`src/rtl/hazard_ctrl_unit.sv`:
```
`default_nettype none
// hazard_ctrl_unit: EX/MEM/WB destination-tag shadow with forwarding, load-use stall, flush, freeze.
// Optional: HAZARD_WB_BYPASS_EN makes a WB-stage match select 11 (read-before-write regfile). Rev 1.0
module hazard_ctrl_unit #(
  parameter int REG_AW  = 2,
  parameter int NUM_SRC = 2
) (
  input  logic                      clock,
  input  logic                      reset_n,
  input  logic                      id_valid,
  input  logic [NUM_SRC*REG_AW-1:0] id_src,
  input  logic [NUM_SRC-1:0]        id_src_use,
  input  logic [REG_AW-1:0]         id_rd,
  input  logic                      id_wr,
  input  logic                      id_rm,
  input  logic                      br_taken,
  input  logic                      mem_wait,
  output logic                      stall,
  output logic                      bubble,
  output logic                      flush,
  output logic                      freeze,
  output logic [2*NUM_SRC-1:0]      fwd
);

  typedef struct packed {
    logic              valid;
    logic [REG_AW-1:0] rd;
    logic              wr;
    logic              rm;
  } tag_t;

`ifdef HAZARD_WB_BYPASS_EN
  localparam logic [1:0] WB_SEL = 2'b11;
`else
  localparam logic [1:0] WB_SEL = 2'b00;
`endif

  tag_t ex_q, mem_q, wb_q;
  tag_t ex_d, mem_d, wb_d;

  logic [NUM_SRC-1:0] lu_vec;
  logic               load_use;
  logic               stall_c, bubble_c, flush_c, freeze_c;

  for (genvar k = 0; k < NUM_SRC; k++) begin : g_src
    logic [REG_AW-1:0] src;
    logic              rd_en;
    logic              m_ex, m_mem, m_wb;
    logic [1:0]        sel;

    assign src   = id_src[k*REG_AW +: REG_AW];
    assign rd_en = id_valid & id_src_use[k];
    assign m_ex  = rd_en & ex_q.valid  & ex_q.wr  & (ex_q.rd  == src);
    assign m_mem = rd_en & mem_q.valid & mem_q.wr & (mem_q.rd == src);
    assign m_wb  = rd_en & wb_q.valid  & wb_q.wr  & (wb_q.rd  == src);

    // A load in EX cannot forward yet; fall through to older stages while the stall is issued.
    always_comb begin
      sel = 2'b00;
      if (m_ex & ~ex_q.rm) sel = 2'b01;
      else if (m_mem)      sel = 2'b10;
      else if (m_wb)       sel = WB_SEL;
    end

    assign lu_vec[k]       = m_ex & ex_q.rm;
    assign fwd[2*k +: 2]   = reset_n ? sel : 2'b00;
  end

  assign load_use = |lu_vec;

  always_comb begin
    stall_c  = 1'b0;
    bubble_c = 1'b0;
    flush_c  = 1'b0;
    freeze_c = 1'b0;
    ex_d     = ex_q;
    mem_d    = mem_q;
    wb_d     = wb_q;
    if (mem_wait) begin
      freeze_c = 1'b1;
      stall_c  = 1'b1;
    end else if (br_taken) begin
      flush_c = 1'b1;
      wb_d    = mem_q;
      mem_d   = '0;
      ex_d    = '0;
    end else if (load_use) begin
      stall_c  = 1'b1;
      bubble_c = 1'b1;
      wb_d     = mem_q;
      mem_d    = ex_q;
      ex_d     = '0;
    end else begin
      wb_d        = mem_q;
      mem_d       = ex_q;
      ex_d.valid  = id_valid;
      ex_d.rd     = id_rd;
      ex_d.wr     = id_wr & id_valid;
      ex_d.rm     = id_rm & id_valid;
    end
  end

  always_ff @(posedge clock) begin
    if (!reset_n) begin
      ex_q  <= '0;
      mem_q <= '0;
      wb_q  <= '0;
    end else begin
      ex_q  <= ex_d;
      mem_q <= mem_d;
      wb_q  <= wb_d;
    end
  end

  assign stall  = reset_n & stall_c;
  assign bubble = reset_n & bubble_c;
  assign flush  = reset_n & flush_c;
  assign freeze = reset_n & freeze_c;

endmodule
`default_nettype wire

```
`config.mk`:
```
export PLATFORM = sky130hd
export DESIGN_NAME = hazard_ctrl_unit
export DESIGN_NICKNAME = d
export VERILOG_FILES = /design/src/rtl/hazard_ctrl_unit.sv
export SDC_FILE = /design/constraint.sdc
export NUM_CORES = 1
export LEC_CHECK = 0
export ABC_CLOCK_PERIOD_IN_PS = 1600
export CAP_MARGIN = 20
export CELL_PAD_IN_SITES_DETAIL_PLACEMENT = 2
export CELL_PAD_IN_SITES_GLOBAL_PLACEMENT = 2
export CORE_MARGIN = 3
export CORE_UTILIZATION = 22
export DETAILED_ROUTE_END_ITERATION = 16
export PLACE_DENSITY_LB_ADDON = 0.05
export SYNTH_ARGS = -nofsm -noshare
export SYNTH_HDL_FRONTEND = slang
export SYNTH_SLANG_ARGS = --single-unit
```
`constraint.sdc`:
```
create_clock -name clock -period 1.6 [get_ports clock]
set_input_delay 0.24 -clock clock [delete_from_list [all_inputs] [get_ports clock]]
set_output_delay 0.24 -clock clock [all_outputs]
set_load 0.1 [all_outputs]
```
Yosys cells after proc, flatten, opt, wreduce, memory -nomap -nowiden
Index checks and enable logic that the tools add are counted.
Widths: inputs -> output; s select.
- register bits: 9
- input bits: 15
- output and inout port bits: 8
- logic and storage cells: 53
- equality and inequality tests: 4
- mux-type cells: 16
- bitwise logic cells: 25
- reduce and logical (&&, ||, !) cells: 1
- operator list (operator ; count):
    $and 1x1->1 ; 24
    $mux 5 ; 3
    $mux 2 ; 6
    $eq 2x2->1 ; 4
    $mux 1 ; 7
    $reduce_or 2->1 ; 1
    $not 1->1 ; 1

Longest topological paths before layout
- depth after elaboration: 10
- mapped depth: 4
- gate-level depth less buffers: 4

Worst setup path after synthesis
No wires, ideal clock.
- path type: register to output
- start: register ex_q[2] (netlist name)
- end: output port fwd[1]
- data arrival time: 3501 ps
- required time: 1360 ps
- setup slack: -2141 ps
- cell stages (with the launch flop): 5
- buffers on the path: 0
- cells stage by stage: dfxtp_1 -> xor2_1 -> or3_4 -> nor2_1 -> nor4_1
- cells in the longest elaborated chain, start to end: 5
- ends and longest elaborated chain (what ; RTL line ; text):
    from (decl) ; 38 ; tag_t ex_q, mem_q, wb_q;
    from (signal assigned) ; 105 ; ex_q <= '0;
    from (signal assigned) ; 109 ; ex_q <= ex_d;
    $eq 2x2->1 ; 53 ; assign m_ex = rd_en & ex_q.valid & ex_q.wr & (ex_q.rd == src);
    $and 1x1->1 ; 53 ;
    $and 1x1->1 ; 60 ; if (m_ex & ~ex_q.rm) sel = 2'b01;
    $mux 2 ; 60 ;
    $mux 2 ; 66 ; assign fwd[2*k +: 2] = reset_n ? sel : 2'b00;
    to (decl) ; 22 ; output logic [2*NUM_SRC-1:0] fwd
No other way between the ends.

Final worst setup path
- start: register ex_q[2] (netlist name)
- end: output port bubble
- cells in the longest elaborated chain, start to end: 8
- elaborated cells between the ends (all ways): 11
- classes of those cells: eq/ne: 2; mux: 3; bitwise: 5; reduce/logical: 1
- ends and longest elaborated chain (what ; RTL line ; text):
    $eq 2x2->1 ; 53 ;
    $and 1x1->1 ; 53 ;
    $and 1x1->1 ; 65 ; assign lu_vec[k] = m_ex & ex_q.rm;
    $reduce_or 2->1 * ; 69 ; assign load_use = |lu_vec;
    $mux 1 * ; 87 ; end else if (load_use) begin
    $mux 1 * ; 82 ; end else if (br_taken) begin
    $mux 1 * ; 79 ; if (mem_wait) begin
    $and 1x1->1 * ; 116 ; assign bubble = reset_n & bubble_c;
    to (decl) ; 19 ; output logic bubble,
Mark *: on every way between the ends. The rest lies on a longest branch, timed or not.

==> flow_summary.json <==
{
  "cts_htree_levels": 1,
  "synth.cell_area_um2": 536,
  "dr.pass1.iters": 3,
  "rr_worst_depth": 5,
  "outcome": "finished, violations left",
  "violations": "setup timing",
  "cts_sinks": 9,
  "rsz0062_at_grt": "yes",
  "cts_buffers": 3,
  "rr_endpoint": "ex_q[2]",
  "grt_pass1_vias": 717,
  "tightest_slew_ns": 0.344,
  "powerDensity_mw_per_mm2": 522,
  "yosys_warnings": 0,
  "wl_per_cell_um": 16.7,
  "rr_startpoint": "ex_q[2]",
  "total_power_mw": 0.592,
  "numPortBuffers": 22,
  "final_area_mm2": 0.00113,
  "fmax_mhz": 502,
  "io_pins": 23,
  "maxCapViolCount": 0,
  "hp-class": "flip-flop to flip-flop",
  "dpl-instance-area_mm2": 0.00107,
  "seq_area_um2": 188,
  "required_ns": 1.36,
  "ctsLongestPathBuffers": 2,
  "grt_pass1_wl_um": 3550,
  "vias": 639,
  "worst_slack_ns": -0.392,
  "drc": 0,
  "crit_type": "flip-flop to output port",
  "fin_worst_skew_ns": 0.00333,
  "die_h_um": 55.3,
  "holdPathStages": 2,
  "cts_hold_buf": 0,
  "clk_pin_slew_ns": 0.07,
  "slew_headroom_pct": 77.0,
  "r2r_slack_ns": -0.07,
  "viasPerCell": 4.84,
  "syn-num-nets": 74,
  "fp.dieW_um": 55.3,
  "nets": 120,
  "die-area_mm2": 0.00306,
  "ys_seq_elements": 9,
  "coreArea_mm2": 0.00225,
  "dp_hpwl_um": 1640,
  "syn_to_final_growth_pct": 112,
  "nFillCells": 256,
  "clock_latency_ns": 0.27,
  "drive_gt1_share_pct": 47.1,
  "synth.distinct_cells": 20,
  "yosysSeqAreaShare_pct": 33.6,
  "hp-start": "mem_q[1]",
  "grt_max_degree": 11,
  "holdPathEnd": "mem_q[1]",
  "multi_input_area_um2": 429,
  "layout_min_cycle_time_ns": 1.99,
  "drt_wl_total_um": 2200,
  "tns_ns": -1.96,
  "leakagePower_nw": 0.458,
  "setup_viol": 8,
  "row_count": 17,
  "ir_worst_vdd_mv": 0.444,
  "n_antenna_cell": 0,
  "crit_path_start_kind": "flip-flop",
  "worstSetupEndpointType": "output port",
  "globalplace.congestion": 0.691,
  "cts_tree": "yes",
  "min_period_over_period_pct": 125,
  "antenna_found_initial": 0,
  "crit_fanout": 4,
  "start_util_pct": 23.8,
  "syn_avg_cell_area_um2": 9.08,
  "syn_inst": 59,
  "track_usage_pct": 15.1,
  "hold_viol_final": 0,
  "arrival_ns": 1.75,
  "whs_ns": 0.527,
  "slew_violations": 0,
  "first_iter_violations": 7,
  "ant_nets": 0,
  "cts-root-buf": "clkbuf_4",
  "grt_overflow": 0
}
==> kinds of logic (layout without fill, tap and decap cells) <==
group	Yosys count	count (layout)	synth area share [%]
buf+inv	2	47	1.40
simple gates	29	29	34.8
flops	9	9	33.6
xor+xnor	8	8	13.1
compound gates	11	11	17.1
==> through the flow <==
step | utilization (%) | std cells | setup WS (ns)
finish | 50.3 | 132 | -0.392
global route | 50.3 | 132 | -0.435
CTS | 49.8 | 131 | -0.392
detailed placement | 47.4 | 127 | -0.521
global placement | 47.4 | 127 | -0.478
floorplan | - | 59 | -0.302
==> power breakdown <==
group,internal (mW),switching [mW]
clock network,0.0926,0.102
logic,0.0841,0.0780
registers,0.228,0.00700
==> how the worst max path moves through the flow <==
stage                        end      from  cells past startpoint  slack [ns]
after floorplan           fwd[2]   ex_q[3]                      3       -0.30
after global placement     stall  id_valid                      6       -0.48
after detailed placement  fwd[1]  id_valid                      7       -0.52
after CTS                  stall   ex_q[2]                      5       -0.39
after global routing       stall   ex_q[2]                      5       -0.43
final                     bubble   ex_q[2]                      5       -0.39
==> cells in the final DEF (no fill, tap or decap), drive strengths merged, types with 3 or more instances in the layout <==
| cell | instances |
|---|---|
| nand3 | 3 |
| clkdlybuf4s50 | 6 |
| nor2 | 4 |
| clkbuf | 3 |
| nor3b | 5 |
| xor2 | 6 |
| dlygate4sd2 | 8 |
| nor2b | 5 |
| dfxtp | 9 |
| a21oi | 4 |
| buf | 29 |
| a32o | 3 |
==> synthesized netlist by cell type <==
cell type  instances  share of area [%]
nor4_1             2                2.3
a21bo_4            1                3.0
a32o_1             3                5.6
dfxtp_1            9                 34
nand4_1            2                2.3
or3_4              2                4.2
and3_1             2                2.3
xnor2_1            2                3.3
o21bai_1           1                1.4
nand3_1            3                2.8
nand2b_1           2                2.3
xor2_1             6                9.8
nor3b_1            5                7.0
a22o_1             2                3.3
nor2_1             4                2.8
and2_1             1                1.2
clkbuf_1           2                1.4
nor2b_1            5                5.8
and3b_1            1                1.6
a21oi_1            4                3.7
==> layout make-up <==
class	count	area share, %
sequential	9	16.5
multi-input combinational	48	37.8
clock buffer	3	1.98
timing repair buffer	43	40.1
clock inverter	1	0.441
tap	28	3.09
==> state kept, by name, indices dropped and copies added, names as in the netlist <==
register / count
mem_q: 4
ex_q: 5
==> routing by layer <==
layer  track usage, %  vias up  wire length [um]
met5                0        -                 0
met4             5.56        0                25
met3             4.67        4               112
met2             27.4       20              1170
met1             16.3      308               886
li1                 -      307                 -
==> critical path, cell delays in order, from the launching register on <==
cell and delay (ns):
dfxtp_2 0.34, xor2_1 0.16, or3_4 0.40, a21bo_4 0.25, nor2b_4 0.14, buf_12 0.18
==> timing repair <==
item,4_1_cts,5_1_grt
endpoints found under the hold margin,0,0
resized for setup,19,1
pin swaps,2,1
buffers inserted,0,1
setup endpoints to repair,12,11
Note: power is estimated with default switching activity, not from simulation.
